<file path="src/rtl/add_sched_pkg.sv">
// Shared types and default sizing for the add_sched shared-adder scheduler.
package add_sched_pkg;

    typedef enum logic [1:0] {
        IDLE = 2'd0,
        EXEC = 2'd1,
        RESP = 2'd2
    } state_t;

    localparam int NUM_REQ_DEF = 4;
    localparam int OP_W_DEF    = 3;

endpackage

</file>
<file path="src/rtl/add_sched_rr_arbiter.sv">
// Combinational round-robin winner search: starts at ptr_i, ascends, wraps.
module rr_arbiter #(
    parameter int N = 4
) (
    input  logic [N-1:0]         req_i,
    input  logic [$clog2(N)-1:0] ptr_i,
    output logic [N-1:0]         grant_o,
    output logic [$clog2(N)-1:0] idx_o,
    output logic                 any_o
);

    localparam int IDW = $clog2(N);

    int cand;

    always_comb begin
        grant_o = '0;
        idx_o   = '0;
        any_o   = 1'b0;
        cand    = 0;
        for (int i = 0; i < N; i++) begin
            cand = int'(ptr_i) + i;
            if (cand >= N) cand = cand - N;
            if (!any_o && req_i[cand]) begin
                any_o         = 1'b1;
                grant_o[cand] = 1'b1;
                idx_o         = IDW'(cand);
            end
        end
    end

endmodule

</file>
<file path="src/rtl/add_sched.sv">
// Round-robin scheduler sharing one adder among NUM_REQ requesters.
// One transaction in flight: IDLE (grant) -> EXEC (add) -> RESP (hold until taken).
module add_sched
    import add_sched_pkg::*;
#(
    parameter int NUM_REQ = NUM_REQ_DEF,
    parameter int OP_W    = OP_W_DEF
) (
    input  logic                       clk,
    input  logic                       rst,
    input  logic [NUM_REQ-1:0]         req_valid,
    input  logic [NUM_REQ*OP_W-1:0]    req_x,
    input  logic [NUM_REQ*OP_W-1:0]    req_y,
    output logic [NUM_REQ-1:0]         req_ready,
    output logic                       rsp_valid,
    input  logic                       rsp_ready,
    output logic [OP_W:0]              rsp_sum,
    output logic [$clog2(NUM_REQ)-1:0] rsp_id,
    output logic                       busy,
    output logic [7:0]                 txn_cnt
);

    localparam int IDW = $clog2(NUM_REQ);

    state_t          state_q;
    logic [IDW-1:0]  ptr_q, ptr_d;
    logic [IDW-1:0]  id_q;
    logic [OP_W-1:0] x_q, y_q, x_d, y_d;
    logic [OP_W:0]   sum_q, sum_d;
    logic            rsp_valid_q;
    logic [7:0]      cnt_q;

    logic [NUM_REQ-1:0] grant;
    logic [IDW-1:0]     win_idx;
    logic               win_any;

    rr_arbiter #(.N(NUM_REQ)) u_arb (
        .req_i   (req_valid),
        .ptr_i   (ptr_q),
        .grant_o (grant),
        .idx_o   (win_idx),
        .any_o   (win_any)
    );

    always_comb begin
        x_d   = req_x[int'(win_idx)*OP_W +: OP_W];
        y_d   = req_y[int'(win_idx)*OP_W +: OP_W];
        ptr_d = (win_idx == IDW'(NUM_REQ - 1)) ? '0 : win_idx + 1'b1;
        sum_d = {1'b0, x_q} + {1'b0, y_q};
    end

    // Grant is combinational so the requester sees acceptance in the same cycle.
    assign req_ready = (state_q == IDLE && win_any && !rst) ? grant : '0;

    always_ff @(posedge clk) begin
        if (rst) begin
            state_q     <= IDLE;
            ptr_q       <= '0;
            id_q        <= '0;
            x_q         <= '0;
            y_q         <= '0;
            sum_q       <= '0;
            rsp_valid_q <= 1'b0;
            cnt_q       <= '0;
        end else begin
            unique case (state_q)
                IDLE: begin
                    if (win_any) begin
                        x_q     <= x_d;
                        y_q     <= y_d;
                        id_q    <= win_idx;
                        ptr_q   <= ptr_d;
                        state_q <= EXEC;
                    end
                end
                EXEC: begin
                    sum_q       <= sum_d;
                    rsp_valid_q <= 1'b1;
                    state_q     <= RESP;
                end
                RESP: begin
                    if (rsp_ready) begin
                        rsp_valid_q <= 1'b0;
                        cnt_q       <= cnt_q + 8'd1;
                        state_q     <= IDLE;
                    end
                end
                default: state_q <= IDLE;
            endcase
        end
    end

    assign rsp_valid = rsp_valid_q;
    assign rsp_sum   = sum_q;
    assign rsp_id    = id_q;
    assign busy      = (state_q != IDLE);
    assign txn_cnt   = cnt_q;

endmodule
</file>
<file path="config.mk">
export PLATFORM = sky130hd
export DESIGN_NAME = add_sched
export DESIGN_NICKNAME = d
export VERILOG_FILES = /design/src/rtl/add_sched_pkg.sv /design/src/rtl/add_sched_rr_arbiter.sv /design/src/rtl/add_sched.sv
export SDC_FILE = /design/constraint.sdc
export NUM_CORES = 1
export LEC_CHECK = 0
export ABC_CLOCK_PERIOD_IN_PS = 4800
export BUFFER_PORTS_ARGS = -buffer_cell sky130_fd_sc_hd__buf_4
export CAP_MARGIN = 10
export CELL_PAD_IN_SITES_DETAIL_PLACEMENT = 0
export CELL_PAD_IN_SITES_GLOBAL_PLACEMENT = 1
export CORE_MARGIN = 2
export CORE_UTILIZATION = 43
export CTS_CLUSTER_DIAMETER = 200
export DETAILED_ROUTE_END_ITERATION = 12
export PLACE_DENSITY = 0.92
export SYNTH_ARGS = -nofsm -noshare
export SYNTH_HDL_FRONTEND = slang
export SYNTH_SLANG_ARGS = --single-unit
</file>
<file path="constraint.sdc">
create_clock -name clk -period 4.8 [get_ports clk]
set_input_delay 0.72 -clock clk [delete_from_list [all_inputs] [get_ports clk]]
set_output_delay 0.72 -clock clk [all_outputs]
set_load 0.005 [all_outputs]
</file>
* Yosys cells after proc, flatten, opt, wreduce, memory -nomap -nowiden
Index checks and enable logic that the tools add are counted.
Word-level totals: flip-flop bits (word level) 25, input bits 31, output and inout port bits 20, word-level logic and storage cells 104
Cells by class: add/sub/neg operators 10, multipliers 1, order comparisons 12, equality and inequality tests 5, shifts and indexed selects 2, mux-type cells 43, bitwise operators 3, reduce and logical (&&, ||, !) cells 20
Operators by type and width (count):
- >= comparator 32 x 1 -> 1 bit, second input constant | 4
- < comparator 32 x 4 -> 1 bit, second input constant | 4
- 2-to-1 mux 32 bit | 4
- >= comparator 32 x 4 -> 1 bit, second input constant | 3
- subtractor 32 x 4 -> 32 bit, second input constant | 3
- variable part select 12 x 32 -> 3 bit | 1
- 2-to-1 mux 4 bit | 5
- 2-to-1 mux 1 bit | 17
- 2-to-1 mux 2 bit | 7
- bitwise OR 4 bit | 3
- variable part select 12 x 5 -> 3 bit | 1
- logical AND 1 bit | 9
- adder 8 x 1 -> 8 bit, second input constant | 1
- binary-select mux 1 bit (select 2 bit) | 4
- demux 1 bit (select 2 bit) | 4
- AND reduction 2 bit | 4
- adder 2 x 2 -> 3 bit, second input constant | 2
- one-hot mux 2 bit (3 select lines) | 1
- adder 3 x 3 -> 4 bit | 1
- == test 2 bit, second input constant | 2
- logical NOT 1 bit | 4
- multiplier 2 x 2 -> 4 bit, second input constant | 1
- inequality test 2 bit, second input constant | 2
- nonzero test 2 bit | 2
- 7 further kinds | 7

* Longest topological paths before layout
depth in word-level cells 18, depth in mapped cells 11

* Hierarchy
Synthesis repeated with hierarchy kept, for this count alone.
Second synthesis, totals: cell total of the unflattened synthesis 180, area total of the unflattened synthesis 1714.1 µm²
Modules (own cells, without submodules):
- add_sched | times used 1, cells each 132, area an instance 1253.7 µm², sequential area each 500.5 µm²
- rr_arbiter | times used 1, cells each 48, area an instance 460.4 µm², sequential area each 0.0 µm²

* Worst setup path before layout
Ideal clock, no wire load.
path kind reg2out, from register ptr_q[1], to output port req_ready[0], data arrival time 2.219 ns, data required time 4.080 ns, path slack 1.861 ns, stages on the path, launching flop included 11, path buffers 2, cell sequence dfxtp_1 buf_2 inv_1 ha_1 mux4_2 buf_6 nor2b_1 a22oi_1 nor2_1 a221oi_1 nor2_1
On the way: word-level cells in the longest chain between the ends 18
RTL lines:
- start: declaration | line add_sched.sv:26 | logic [IDW-1:0] ptr_q, ptr_d;
- start signal: assignment | line add_sched.sv:72 | ptr_q <= ptr_d;
- parallel branches: the longest is 17 deep, another holds subtractor 32 x 4 -> 32 bit
- 2-to-1 mux 4 bit (*) | line add_sched.sv:53 | assign req_ready = (state_q == IDLE && win_any && !rst) ? grant : '0;
- end: declaration | line add_sched.sv:14 | output logic [NUM_REQ-1:0] req_ready,
Every way passes the cells marked *. The select of a mux whose other input is x is not followed.

* Worst setup path in the final report
from register ptr_q[1], to output port req_ready[1]
The elaborated chain is that of the path after synthesis.

==> qor.yml <==
post-cts-setup-buffer-count: 0
drt_iter0_drc: 74
vias: 1994
yosys-top-cells-area: "dfxtp_1 23%, a211oi_1 6.5%, nor2_1 6.0%, mux2i_1 6.0%, ha_1 5.2%"
slowest_delay_ns: 0.69
insertion_delay_ns: 0.27
synth_seq_cells: 25
crit_slowest_cell: "mux4_2"
yosys_warnings: 0
cts.path.max_buffers: 2
worst_slack_ns: 0.933
worst_pin_slew_ns: 0.742
slew_viol_final: 0
wl_per_cell_um: 13.8
fin_crit_sh_pct: 80.6
synthesis.nets: 299
max_clock_freq_mhz: 259
post_cts_resized: 0
yosys_most_used_dff: "dfxtp_1"
gp_congestion: 0.850
synthMuxAreaShare_pct: 11.8
avgViaCountPerCell: 5.54
rr_endpoint: "x_q[0]$_SDFFE_PP0P_"
swShare_pct: 46.6
drive_above_1_share_pct: 25.9
ctsRootBufferMaster: "clkbuf_8"
peakVddDrop_mv: 0.305
grt_pass1_wl_um: 7950
synth.distinct_cells: 61
finalCriticalPeriod_ns: 3.87
setup_viol: 0
synth_fa_ha_area_share_pct: 6.08
clk_pin_slew_ns: 0.08
hp-class: "reg -> reg"
n_antenna_cell: 0
whs_ns: 0.469
slew_headroom_pct: 50.4
yosysMostFrequentCell: "nor2_1"
fin_worst_skew_ns: 0.00408
reg2reg_slack_ns: 1.49
worstSetupPathType: "reg -> out"
p_comb_share_pct: 70.4
synth-simple-area-share_pct: 19.7
r2r_cells: 7
cts_buffers: 3
synth_top_area_cell: "dfxtp_1"
synth_compound_area_share_pct: 27.9
crit_top_cell: "nor2_1"
wl_met3_um: 296
grt_antenna_before_repair: 0
worstPathMaxFanout: 12
numClockSinks: 25
p_sw_uw: 651
rsz0062_at_grt: "false"
setup_tns_ns: 0
h-tree-depth: 1
area_delta_synth_final_pct: 18.1
synth_top_family_by_area: "compound AO/OA/AOI/OAI gates"
wl_met1_um: 2510
grt_overflow: 0
placementRows: 25
end_kind: "output port"
p_int_uw: 745
total_power_uw: 1400
seq_area_frac_synth_pct: 23.0
cp_data_arrival_time_ns: 3.15
multi_input_area_sq_um: 1520
status: "complete, no violations"
floorplan.initialDensity_pct: 45.2
synth.avg_cell_area_sq_um: 8.45
dpl_worst_slack_ns: 1.28
wl_um: 4970
core-area_sq_um: 4820
netlist_instances: 258
cellPowerDensity_nw_per_um2: 542
gr-usage-all-layers_pct: 17.7
nNetsFinal: 335
syn_area_sq_um: 2180
met2_length_um: 2100
synth_top_area_share_pct: 23.0
fp.dieW_um: 75.2
grt_pass1_vias: 1732
synth_xor_area_share_pct: 4.02
p_leak_uw: 0.00104
nFillCells: 464
path_cells: "inv_1 > ha_1 > mux4_2 > nor2b_1 > a22oi_1 > nor2_1 > a221oi_1 > nor2_1 > buf_4"
clockPowerShare_pct: 9.0
portBuffers: 50
drtAntennaViolNets: 0
post-route-drc-count: 0
endpoint: "req_ready[1]"
required_ns: 4.08
pwr-share-seq_pct: 20.6
cts_tree: "yes"
r2r-start: "ptr_q[1]$_SDFFE_PP0P_"
dieArea_sq_um: 5650
synth-edff-count: 0
highest_layer: "met4"
start_kind: "flip-flop"
hpwl_um: 3790
die_height_um: 75.2
dr.pass1.iters: 4
grt_max_degree: 52
synth_commonest_cells: "35 x nor2_1, 25 x dfxtp_1, 19 x a211oi_1"
hold_viol_final: 0
regArea_sq_um: 502
cts-hold-fix-buffers: 0
worstSetupStartpoint: "ptr_q[1]$_SDFFE_PP0P_"
cap_violations: 0
io_pins: 51
async_reset_ff_share_pct: 0
-- worst min path at each step --
stage | startpoint | endpoint | cells past startpoint
3_3_place_gp | rsp_id[0]$_SDFFE_PP0P_ | rsp_id[0]$_SDFFE_PP0P_ | 2
2_1_floorplan | rsp_id[0]$_SDFFE_PP0P_ | rsp_id[0]$_SDFFE_PP0P_ | 2
4_1_cts | rsp_id[0]$_SDFFE_PP0P_ | rsp_id[0]$_SDFFE_PP0P_ | 2
3_5_place_dp | rsp_id[0]$_SDFFE_PP0P_ | rsp_id[0]$_SDFFE_PP0P_ | 2
5_1_grt | rsp_id[0]$_SDFFE_PP0P_ | rsp_id[0]$_SDFFE_PP0P_ | 2
6_report | rsp_id[0]$_SDFFE_PP0P_ | rsp_id[0]$_SDFFE_PP0P_ | 2
-- flip-flops by register name, indices dropped and copies added (netlist names) --
| signal | cells |
|---|---|
| txn_cnt | 8 |
| rsp_sum | 4 |
| x_q | 3 |
| y_q | 3 |
| ptr_q | 2 |
| rsp_id | 2 |
| state_q | 2 |
| rsp_valid | 1 |
-- area by class of cell --
| cell class | instances | area share [%] |
|---|---|---|
| Multi-Input combinational cell | 202 | 58.9 |
| Sequential cell | 25 | 19.5 |
| Timing Repair Buffer | 51 | 14.9 |
| Tap cell | 67 | 3.26 |
| Clock buffer | 3 | 1.60 |
| Inverter | 11 | 1.60 |
| Clock inverter | 1 | 0.292 |
-- layer usage --
metal  global-route usage [%]  vias to the layer above
met5                        0                        -
met2                     26.8                       64
met1                     26.5                      887
li1                         -                     1037
met4                     5.46                        0
met3                     1.74                        6
-- cell usage in the layout, fill, tap and decap left out, types with 2 or more instances in the layout --
master	count
a221o_1	5
a211oi_1	19
a21oi_1	8
xor2_1	5
mux4_2	3
nand3b_1	2
a21o_1	2
dfxtp_1	24
xnor2_1	5
o21ai_0	3
a22oi_1	5
mux2i_1	13
or2_1	2
clkbuf_8	3
inv_1	10
nor2_1	35
o22ai_1	7
nand2_1	9
and2_1	2
mux2_2	4
o21ai_2	2
o21ai_1	4
nand2_2	2
nand3_1	5
ha_1	9
nor2b_1	8
o221ai_1	4
nand4_1	2
nand2b_1	4
buf_4	51
a221oi_1	5
o21bai_1	2
-- critical path, delay by kind of cell, from the launching register on --
| kind | cells | cell delay, ns |
|---|---|---|
| flops | 1 | 0.58 |
| mux | 1 | 0.69 |
| fa+ha+maj | 1 | 0.57 |
| buf+inv | 2 | 0.28 |
| simple gates | 3 | 0.56 |
| compound gates | 2 | 0.18 |
-- cell families (layout without fill, tap and decap cells) --
group	Yosys count	after routing
simple gates	82	82
compound gates	79	79
buf+inv	31	66
flops	25	25
mux	21	21
fa+ha+maj	10	10
xor+xnor	10	10
-- per-stage QoR --
step,std cells,util [%],area (sq um)
2_1_floorplan,258,-,2180
3_3_place_gp,356,52.4,2520
3_5_place_dp,356,52.4,2520
4_1_cts,360,53.4,2570
5_1_grt,360,53.4,2570
6_report,360,53.4,2570
-- power by group through the flow --
stage               sequential, uW  clock (uW)  combinational [uW]
floorplan                      278           0                 854
global placement               289           0                 964
detailed placement             293           0                 969
CTS                            288         130                 975
global route                   294         138                1080
finish                         288         125                 982
Note: power is estimated with default switching activity, not from simulation.
